File: src/rtl/mips_ctrl_pkg.sv
// rtl/mips_ctrl_pkg.sv - shared encodings for the MIPS-subset multicycle control
// Purpose: state encodings, opcode constants and datapath select codes shared
//          by the main control FSM and the ALU control decoder.
// Ports:   none (package).
package mips_ctrl_pkg;

   localparam int unsigned OPC_W = 6;
   localparam int unsigned STATE_W = 4;

   typedef enum logic [STATE_W-1:0] {
      S_IDLE   = 4'd0,
      S_FETCH  = 4'd1,
      S_DECODE = 4'd2,
      S_MEMADR = 4'd3,
      S_MEMRD  = 4'd4,
      S_MEMWB  = 4'd5,
      S_MEMWR  = 4'd6,
      S_REXEC  = 4'd7,
      S_RWB    = 4'd8,
      S_BEQ    = 4'd9,
      S_ADDIEX = 4'd10,
      S_ADDIWB = 4'd11,
      S_JUMP   = 4'd12
   } state_e;

   localparam logic [OPC_W-1:0] OP_RTYPE = 6'b000000;
   localparam logic [OPC_W-1:0] OP_LW    = 6'b100011;
   localparam logic [OPC_W-1:0] OP_SW    = 6'b101011;
   localparam logic [OPC_W-1:0] OP_BEQ   = 6'b000100;
   localparam logic [OPC_W-1:0] OP_ADDI  = 6'b001000;
   localparam logic [OPC_W-1:0] OP_J     = 6'b000010;

   localparam logic [2:0] ALUOP_ADD   = 3'b000;
   localparam logic [2:0] ALUOP_SUB   = 3'b001;
   localparam logic [2:0] ALUOP_RTYPE = 3'b010;

   localparam logic [1:0] SRCB_B      = 2'b00;
   localparam logic [1:0] SRCB_FOUR   = 2'b01;
   localparam logic [1:0] SRCB_IMM    = 2'b10;
   localparam logic [1:0] SRCB_IMMSL2 = 2'b11;

   localparam logic [1:0] PCSRC_ALU    = 2'b00;
   localparam logic [1:0] PCSRC_ALUOUT = 2'b01;
   localparam logic [1:0] PCSRC_JUMP   = 2'b10;

endpackage

File: src/rtl/multicycle_control.sv
// rtl/multicycle_control.sv - Moore main control FSM for the multicycle MIPS datapath
// Purpose: sequences each instruction through fetch/decode/execute/memory/
//          writeback and drives every datapath enable and mux select.
// Ports:   clk, rst_n (async, active low); Opcode (IR[31:26]); Zero (unused
//          here, gated by the datapath with PCWriteCond); MemReady (memory
//          handshake); IorD, MemRead, MemWrite, IRWrite, RegDst, MemtoReg,
//          RegWrite, ALUSrcA, ALUSrcB, ALUOp, PCSrc, PCWrite, PCWriteCond
//          (datapath controls); State (debug view of the state register).
module multicycle_control
   import mips_ctrl_pkg::*;
#(
   parameter int OP_W = 6,
   parameter int ST_W = 4
) (
   input  logic            clk,
   input  logic            rst_n,
   input  logic [OP_W-1:0] Opcode,
   input  logic            Zero,
   input  logic            MemReady,
   output logic            IorD,
   output logic            MemRead,
   output logic            MemWrite,
   output logic            IRWrite,
   output logic            RegDst,
   output logic            MemtoReg,
   output logic            RegWrite,
   output logic            ALUSrcA,
   output logic [1:0]      ALUSrcB,
   output logic [2:0]      ALUOp,
   output logic [1:0]      PCSrc,
   output logic            PCWrite,
   output logic            PCWriteCond,
   output logic [ST_W-1:0] State
);

   state_e state_q, state_d;

   // Zero is ANDed with PCWriteCond outside this block.
   logic unused_zero;
   assign unused_zero = Zero;

   always_ff @(posedge clk or negedge rst_n) begin
      if (!rst_n) begin
         state_q <= S_IDLE;
      end else begin
         state_q <= state_d;
      end
   end

   // Next-state logic
   always_comb begin
      state_d = state_q;
      unique case (state_q)
         S_IDLE:   state_d = S_FETCH;
         S_FETCH:  if (MemReady) state_d = S_DECODE;
         S_DECODE: begin
            if (Opcode == OP_LW || Opcode == OP_SW) state_d = S_MEMADR;
            else if (Opcode == OP_RTYPE)            state_d = S_REXEC;
            else if (Opcode == OP_BEQ)              state_d = S_BEQ;
            else if (Opcode == OP_ADDI)             state_d = S_ADDIEX;
            else if (Opcode == OP_J)                state_d = S_JUMP;
            else                                    state_d = S_FETCH; // NOP
         end
         // IR is stable here, so re-sampling the opcode is safe.
         S_MEMADR: state_d = (Opcode == OP_SW) ? S_MEMWR : S_MEMRD;
         S_MEMRD:  if (MemReady) state_d = S_MEMWB;
         S_MEMWB:  state_d = S_FETCH;
         S_MEMWR:  if (MemReady) state_d = S_FETCH;
         S_REXEC:  state_d = S_RWB;
         S_RWB:    state_d = S_FETCH;
         S_BEQ:    state_d = S_FETCH;
         S_ADDIEX: state_d = S_ADDIWB;
         S_ADDIWB: state_d = S_FETCH;
         S_JUMP:   state_d = S_FETCH;
         default:  state_d = S_IDLE;
      endcase
   end

   // Output decode: purely from state, except the FETCH write enables,
   // which only fire in the cycle the instruction word actually arrives.
   always_comb begin
      IorD        = 1'b0;
      MemRead     = 1'b0;
      MemWrite    = 1'b0;
      IRWrite     = 1'b0;
      RegDst      = 1'b0;
      MemtoReg    = 1'b0;
      RegWrite    = 1'b0;
      ALUSrcA     = 1'b0;
      ALUSrcB     = SRCB_B;
      ALUOp       = ALUOP_ADD;
      PCSrc       = PCSRC_ALU;
      PCWrite     = 1'b0;
      PCWriteCond = 1'b0;
      unique case (state_q)
         S_FETCH: begin
            MemRead = 1'b1;
            ALUSrcB = SRCB_FOUR;
            IRWrite = MemReady;
            PCWrite = MemReady;
         end
         S_DECODE: ALUSrcB = SRCB_IMMSL2;
         S_MEMADR: begin
            ALUSrcA = 1'b1;
            ALUSrcB = SRCB_IMM;
         end
         S_MEMRD: begin
            MemRead = 1'b1;
            IorD    = 1'b1;
         end
         S_MEMWB: begin
            RegWrite = 1'b1;
            MemtoReg = 1'b1;
         end
         S_MEMWR: begin
            MemWrite = 1'b1;
            IorD     = 1'b1;
         end
         S_REXEC: begin
            ALUSrcA = 1'b1;
            ALUOp   = ALUOP_RTYPE;
         end
         S_RWB: begin
            RegWrite = 1'b1;
            RegDst   = 1'b1;
         end
         S_BEQ: begin
            ALUSrcA     = 1'b1;
            ALUOp       = ALUOP_SUB;
            PCWriteCond = 1'b1;
            PCSrc       = PCSRC_ALUOUT;
         end
         S_ADDIEX: begin
            ALUSrcA = 1'b1;
            ALUSrcB = SRCB_IMM;
         end
         S_ADDIWB: RegWrite = 1'b1;
         S_JUMP: begin
            PCWrite = 1'b1;
            PCSrc   = PCSRC_JUMP;
         end
         default: ;
      endcase
   end

   assign State = ST_W'(state_q);

endmodule

File: config.mk
export PLATFORM = sky130hd
export DESIGN_NAME = multicycle_control
export DESIGN_NICKNAME = d
export VERILOG_FILES = /design/src/rtl/mips_ctrl_pkg.sv /design/src/rtl/multicycle_control.sv
export SDC_FILE = /design/constraint.sdc
export NUM_CORES = 1
export LEC_CHECK = 0
export CORE_ASPECT_RATIO = 1.1
export CORE_MARGIN = 1.5
export CORE_UTILIZATION = 37
export CTS_CLUSTER_SIZE = 10
export DETAILED_ROUTE_END_ITERATION = 16
export PLACE_DENSITY = 0.77
export SYNTH_ARGS = -nofsm -noshare
export SYNTH_HDL_FRONTEND = slang
export SYNTH_SLANG_ARGS = --single-unit
File: constraint.sdc
create_clock -name clk -period 1.4 [get_ports clk]
set_input_delay 0.14 -clock clk [delete_from_list [all_inputs] [get_ports clk]]
set_output_delay 0.14 -clock clk [all_outputs]
set_load 0.01 [all_outputs]
Yosys cells after proc, flatten, opt, wreduce, memory -nomap -nowiden. Index checks and enable logic that the tools add are counted.

Register bits: 4. Bits in latches: 0. RAM bits: 0. Bits in read-only memories: 0. Input bits: 10. Output and inout port bits: 21. Logic and storage cells: 54. Memories: 0.

Add/subtract/negate cells: 0. Multipliers: 0. Divide/modulo/power cells: 0. Magnitude comparators: 0. Eq/ne operators: 20. Shift operators: 0. Muxes and demuxes: 23. Bitwise gates (word level): 0. Reduce and logical (&&, ||, !) cells: 10.

Operators with widths (count): two-way mux 4 bit (8); one-hot mux 4 bit (8 select lines) (1); == test 4 bit (second input constant) (5); == test 4 x 3 -> 1 bit (second input constant) (4); == test 6 bit (second input constant) (2); two-way mux 1 bit (9); == test 4 x 2 -> 1 bit (second input constant) (2); one-hot mux 2 bit (2 select lines) (2); == test 6 x 2 -> 1 bit (second input constant) (1); == test 6 x 3 -> 1 bit (second input constant) (1); == test 6 x 4 -> 1 bit (second input constant) (1); logical NOT 6 bit (1); inequality test 2 bit (second input constant) (3); one-hot mux 2 bit (3 select lines) (1); OR reduction 2 bit (3); OR reduction 6 bit (1); == test 4 x 1 -> 1 bit (second input constant) (1); logical NOT 4 bit (1); OR reduction 4 bit (1); AND reduction 3 bit (1); OR reduction 3 bit (1); two-way mux 2 bit (1); one-hot mux 1 bit (2 select lines) (1); logical OR 1 bit (1).

Logic depth before layout (Yosys ltp). Gate-level depths: netlist of run 1.

Depth after elaboration: 7. Depth in mapped cells: 6. Depth with buffers taken out: 4.

Worst setup path before layout of run 1. OpenSTA, ideal clock, no wires.

Kind: register -> register. From: reg state_q[3] (netlist: State[3]). To: reg state_q[1] (netlist: State[1]). Library setup time: 0.138 ns. Arrival: 1.196 ns. Required time: 1.262 ns. Path slack: 0.066 ns. Cell stages (with the launch flop): 5. Path buffers: 1. Period minus slack after synthesis: 1.334 ns. Path through: dfrtp_1 > buf_2 > or4_1 > nand2_1 > a221oi_2.

Word-level cells in the longest chain between the ends: 3. Elaborated cells between the ends (all ways): 19. Those cells by class: 15 x eq/ne; 1 x mux; 3 x reduce/logical.

Ends and longest elaborated chain: start, declared (RTL line multicycle_control.sv:36) `state_e state_q, state_d;`; start signal, assigned (RTL line multicycle_control.sv:46) `state_q <= state_d;`; == test 4 bit, or another cell as far along (RTL line multicycle_control.sv:53) `unique case (state_q)`; OR reduction 6 bit (no line) or inequality test 2 bit (tied branches); one-hot mux 4 bit (8 select lines) or AND reduction 3 bit (tied branches).

Parallel ways exist; a longest one is shown, timed or not. A chain may end at the register's enable or synchronous reset.

Final worst setup path of run 1.
From: reg state_q[0] (netlist: State[0]). To: out ALUSrcA.

Word-level cells in the longest chain between the ends: 3. Elaborated cells between the ends (all ways): 6. Those cells by class: 4 x eq/ne; 1 x mux; 1 x reduce/logical.

Ends and longest elaborated chain: == test 4 bit, or another cell as far along (RTL line multicycle_control.sv:95) `unique case (state_q)`; OR reduction 4 bit (no line) (*); two-way mux 1 bit (*) (RTL line multicycle_control.sv:95); end, declared (RTL line multicycle_control.sv:27) `output logic ALUSrcA,`.

Mark *: on every way between the ends. The rest lies on a longest branch, timed or not.

==> flow_summary.yaml, run 1 <==
finish:
  largest_register_ffs: 4
  drive_above_1_share: 0.6084
  syn_to_final_growth_pct: 117.4
  n_fill_cell: 85
  finalNetCount: 155
  utilization: 0.8714
  n_antenna_cell: 0
  fin_area_um2: 1221
setup_path:
  path_buf_inv: 4
  crit_path_cell_trace: "buf_6 -> buf_4 -> buf_6 -> nand2_4 -> o22ai_1 -> buf_2"
  cp.arrival_ns: 1.48
  critPathTopFamily: "buffers and inverters"
  path_common_cell: "buf_6"
  slowest_stage: "dfrtp_1"
  worstPathMaxFanout: 6
  crit_path_start_kind: "flip-flop"
  end_kind: "output port"
  path_class: "flip-flop to output port"
  cp.required_ns: 1.26
  critical-path-max-stage-delay_ns: 0.42
pwr:
  total_power_w: 0.002464
  ir_drop_uv: 1238
  leakage_nw: 0.5775
  p_per_area_nw_per_um2: 2018
place:
  hpwlAfterDp_um: 1504
  place.port_buffers: 28
  dpl-instance-area_um2: 982.2
  gp_congestion: 0.8749
routing:
  drtPass1Iterations: 4
  avgRoutedWirePerCell_um: 18.04
  viasPerCell: 5.887
  antenna_left: 0
  finalWirelength_um: 2868
  vias: 936
  drtIter0Drc: 17
  drc: 0
cts:
  cts_buffer_depth: 2
  numCtsBuffers: 3
  root_buffer: "clkbuf_4"
  htreeDepth: 1
  cts_tree: "built"
  cts.sinks: 4
  clkTransAtPathRegs_ns: 0.05
  clk_latency_ns: 0.26
logic_synthesis:
  synth_top_cell_by_area: "dfrtp_1"
  yosys.cell_types.count: 35
  yosysSeqAreaShare: 0.1782
  yosys_warnings: 0
  synth_top_area_frac: 0.1782
  yosys-top-cells-area: "dfrtp_1, nor2_1, nor3_1"
  syn_nets: 93
  synth_seq_cells: 4
  syn_area_um2: 561.8
  avgSynthCellArea_um2: 6.769
  synthCells: 83
status:
  status: "finished, violations left"
  violations: "negative setup slack"
grt:
  antenna_found_initial: 0
  grt_pass1_vias: 790
  grt_overflow: 0
  grt_usage: 0.2856
  grt_pass1_wl_um: 3401
  grt_max_degree: 10
die:
  io_pins: 31
  die_h_um: 43.87
  rows: 14
  initial_utilization: 0.4009
  die_w_um: 40.15
  die_area_um2: 1761
  coreArea_um2: 1401
sta:
  clock_skew_ns: 0.007281
  hold_violations: 0
  whs_ns: 0.08682
  drv_slew: 0
  setup_ws_ns: -0.2170
  fmax_ghz: 0.6184
  fin_crit_ns: 1.617
  min_period_over_period: 1.155
  finalSetupViolCount: 13
  grt_setup_unrepaired: "yes"
job:
  drv_cap: 0
worst_hold_path:
  min_path_type: "input port to async pin"
-- cell usage after synthesis --
master,n
a221oi_2,1
nor2_1,13
buf_4,4
a311oi_1,1
nor3_1,8
o32ai_2,1
a31oi_1,1
clkbuf_1,1
nand2_1,8
conb_1,1
and2_1,1
xor2_1,1
o21ai_0,3
a22o_1,1
or4_1,1
buf_6,1
o31ai_1,2
nor4_1,1
nand2_2,1
dfrtp_1,4
a211oi_1,2
and3_1,2
a221oi_1,2
xnor2_1,1
a21oi_1,2
a211o_1,1
nand4_1,1
inv_2,1
inv_1,5
o22ai_1,2
buf_2,3
o2111ai_1,1
a31o_2,1
nand4b_1,1
nand2b_1,3
-- power breakdown --
group	leakage [nW]	switching (W)	internal, W
clock network	0.0138	0.0000764	0.0000979
registers	0.0477	0.0000535	0.000163
logic	0.516	0.00102	0.00106
total	0.577	0.00115	0.00132
-- cells by family (layout without fill, tap and decap cells) --
| logic type | after synthesis | in the layout | synth area share |
|---|---|---|---|
| other | 1 | 1 | 0.006675 |
| buffers and inverters | 15 | 75 | 0.1470 |
| xor gates and xnor gates | 2 | 2 | 0.03119 |
| and+or+nand+nor | 40 | 40 | 0.3408 |
| AOI/OAI and AO/OA | 21 | 21 | 0.2962 |
| DFF | 4 | 4 | 0.1782 |
-- final timing paths --
path | from | to | slack (ns) | cells after the start
max | State[0] | ALUSrcA | -0.22 | 6
min | rst_n | State[2] | 0.09 | 1
max reg2reg | State[0] | State[1] | -0.07 | 5
min reg2reg | State[1] | State[3] | 0.71 | 2
max in group asynchronous | rst_n | State[3] | 1.12 | 1
min in group clk | Opcode[4] | State[1] | 0.66 | 4
-- per-stage QoR --
| step | std cells | setup slack (ns) | setup TNS [ns] |
|---|---|---|---|
| 2_1_floorplan | 83 | 0.06578 | 0 |
| 3_3_place_gp | 142 | -0.1896 | -2.164 |
| 3_5_place_dp | 142 | -0.2224 | -2.602 |
| 4_1_cts | 153 | -0.1057 | -0.5065 |
| 5_1_grt | 159 | -0.2673 | -1.838 |
| 6_report | 159 | -0.2170 | -0.9586 |
-- placed cells by master (no fill, tap or decap), types with 4 or more instances in the layout --
cell type,instances
inv_1,5
nand2_1,4
buf_6,14
nor2_1,9
dlygate4sd2_1,4
clkdlybuf4s50_1,8
nand2_2,4
buf_2,13
nor3_1,4
buf_4,25
-- area by class of cell --
| cell class | count | area [um2] | share of cell area |
|---|---|---|---|
| timing repair buffer | 66 | 541.8 | 0.4436 |
| sequential | 4 | 102.6 | 0.08402 |
| inverter | 6 | 22.52 | 0.01844 |
| multi-input combinational | 64 | 511.7 | 0.4191 |
| tap | 16 | 20.02 | 0.01639 |
| clock buffer | 3 | 22.52 | 0.01844 |
-- routing by layer --
layer	vias to the layer above	GRT usage	routed length, um
li1	418	-	-
met1	446	0.3344	1063
met2	58	0.4871	1475
met3	14	0.07692	215
met4	0	0.08276	114
met5	-	0	0
-- what timing repair did --
| item | 4_1_cts | 5_1_grt |
|---|---|---|
| setup endpoints to repair | 23 | 18 |
| gates cloned | 0 | 0 |
| hold buffers | 0 | 0 |
| resized for setup | 80 | 33 |
| buffers inserted | 8 | 6 |
| pin swaps | 1 | 10 |
| endpoints found under the hold margin | 0 | 0 |
Note: power is estimated with default switching activity, not from simulation.
==> run 2, diff against run 1 <==
--- a/config.mk
+++ b/config.mk
@@ -8,7 +8,6 @@
 export CORE_ASPECT_RATIO = 1.1
 export CORE_MARGIN = 1.5
 export CORE_UTILIZATION = 37
-export CTS_CLUSTER_SIZE = 10
 export DETAILED_ROUTE_END_ITERATION = 16
 export PLACE_DENSITY = 0.77
 export SYNTH_ARGS = -nofsm -noshare
==> results of run 2 <==
The final DEF is identical to that of run 1; final timing and power are the same.
==> run 3, diff against run 2 <==
--- a/config.mk
+++ b/config.mk
@@ -8,8 +8,10 @@
 export CORE_ASPECT_RATIO = 1.1
 export CORE_MARGIN = 1.5
 export CORE_UTILIZATION = 37
+export CTS_BUF_LIST = sky130_fd_sc_hd__clkbuf_8 sky130_fd_sc_hd__clkbuf_16
 export DETAILED_ROUTE_END_ITERATION = 16
 export PLACE_DENSITY = 0.77
 export SYNTH_ARGS = -nofsm -noshare
 export SYNTH_HDL_FRONTEND = slang
 export SYNTH_SLANG_ARGS = --single-unit
+export TNS_END_PERCENT = 50
==> run 3 against run 2 <==
Against the previous run:
- the flow still finishes with violations (negative setup slack)
- utilization is 5.5 points lower
- sequential share of layout area is 0.68 points higher
- cell count is 5.7% lower
- routed wire length is 25% lower
- first-iteration DRC count is 5.9% higher
- register-to-register slack better by 0.02 ns
- count of clock-buffer cells in the layout stayed put
- critical path type unchanged
- critical endpoint is now RegWrite
- largest power group unchanged
- highest routed layer unchanged
==> flow_summary.yaml, run 3 (synthesis gave the netlist of run 1 again) <==
routing:
  drc: 0
  viasPerCell: 5.467
  antenna_left: 0
  avgRoutedWirePerCell_um: 14.35
  finalWirelength_um: 2153
  vias: 820
  drtPass1Iterations: 4
  drtIter0Drc: 18
sta:
  min_period_over_period: 1.050
  finalSetupTns_ns: -0.2084
  clock_skew_ns: 0.004697
  hold_violations: 0
  finalSetupViolCount: 5
  fin_crit_ns: 1.470
  grt_setup_unrepaired: "yes"
  whs_ns: 0.1298
  fmax_ghz: 0.6803
  setup_ws_ns: -0.06997
  drv_slew: 0
die:
  die_area_um2: 1761
  coreArea_um2: 1401
  io_pins: 31
  initial_utilization: 0.4009
  die_h_um: 43.87
  rows: 14
  die_w_um: 40.15
finish:
  layout_common_cells: "buf_4, buf_2, nor2_1"
  multi_input_area_um2: 469.2
  layout_commonest_cell: "buf_4"
  finalNetCount: 146
  syn_to_final_growth_pct: 103.6
  drive_above_1_share: 0.5299
  n_fill_cell: 92
  utilization: 0.8161
  largest_register_ffs: 4
  n_antenna_cell: 0
  seq_area_um2: 103.9
cts:
  numCtsBuffers: 3
  clkTransAtPathRegs_ns: 0.03
  cts_tree: "built"
  cts.sinks: 4
  cts_buffer_depth: 2
  cts_hold_buf: 0
  htreeDepth: 1
  root_buffer: "clkbuf_8"
  clk_latency_ns: 0.22
setup_path:
  cp.arrival_ns: 1.33
  critPathTopFamily: "flip-flops"
  path_common_cell: "buf_6"
  critical-path-max-stage-delay_ns: 0.43
  path_class: "flip-flop to output port"
  path_buf_inv: 3
  slowest_stage: "dfrtp_2"
  crit_path_cell_trace: "buf_6 -> nand2b_4 -> buf_6 -> nor2_1 -> a31o_2 -> buf_6"
  worstPathMaxFanout: 4
  end_kind: "output port"
  cp.required_ns: 1.26
  crit_path_start_kind: "flip-flop"
pwr:
  ir_drop_uv: 1299
  p_per_area_nw_per_um2: 1933
  leakage_nw: 0.5458
grt:
  antenna_found_initial: 0
  grt_pass1_vias: 748
  grt_max_degree: 11
  grt_overflow: 0
  grt_pass1_wl_um: 3229
  grt_usage: 0.2704
job:
  drv_cap: 0
status:
  violations: "negative setup slack"
  status: "finished, violations left"
place:
  hpwlAfterDp_um: 1504
  gp_congestion: 0.8749
  place.port_buffers: 28
worst_hold_path:
  min_path_type: "input port to async pin"
run 3: cell types whose count changed in the layout (fill, tap and decap cells not counted), sizes merged:
cell          delta
buf              -9
dlygate4sd2      -1
dlymetal6s2s     +1
run 3: per-layer routing:
| metal | up-vias | global-route usage | wire length, um |
|---|---|---|---|
| met1 | 387 | 0.3249 | 877 |
| met2 | 29 | 0.4581 | 1132 |
| met5 | - | 0 | 0 |
| met4 | 0 | 0.06897 | 30 |
| met3 | 4 | 0.07179 | 112 |
| li1 | 400 | - | - |
run 3: worst register-to-register path: stages, from the launching register on:
cell and delay [ns]:
dfrtp_2 0.43, buf_6 0.14, buf_6 0.13, or4_4 0.47
nand2_1 0.09, a221oi_2 0.06
run 3: where the power goes:
group	internal (W)	switching, W	leakage [nW]
combinational	0.000926	0.000803	0.477
clock	0.000183	0.0000583	0.0216
sequential	0.000166	0.0000735	0.0468
run 3: layout make-up:
cell class              count  area share
clock buffers               3     0.03610
inverters                   6     0.01969
multi-input cells          64      0.4103
flip-flops and latches      4     0.09081
well taps                  16     0.01751
repair buffers             57      0.4256
run 3: metrics by stage:
| step | instance area (um2) | cells | power, W | worst slack (ns) |
|---|---|---|---|---|
| after global placement | 982.2 | 142 | 0.001637 | -0.1896 |
| final | 1144 | 150 | 0.002210 | -0.06997 |
| after global routing | 1144 | 150 | 0.002354 | -0.1313 |
| after detailed placement | 982.2 | 142 | 0.001662 | -0.2224 |
| after floorplan | 561.8 | 83 | 0.0009178 | 0.06578 |
| after CTS | 1050 | 149 | 0.001952 | -0.1733 |
run 3: path summary, 6_finish.rpt:
path / start / to / slack (ns) / depth (start not counted)
max: State[0] / RegWrite / -0.07 / 6
min: rst_n / State[1] / 0.13 / 1
max reg2reg: State[0] / State[1] / -0.05 / 5
min reg2reg: State[1] / State[3] / 0.73 / 2
max in group asynchronous: rst_n / State[2] / 1.08 / 1
min in group clk: State[1] / State[3] / 0.73 / 2
run 3: timing repair:
item | in CTS | in global routing
pin swaps | 0 | 4
endpoints found under the setup margin | 23 | 17
resized for setup | 76 | 25
buffers inserted | 4 | 1
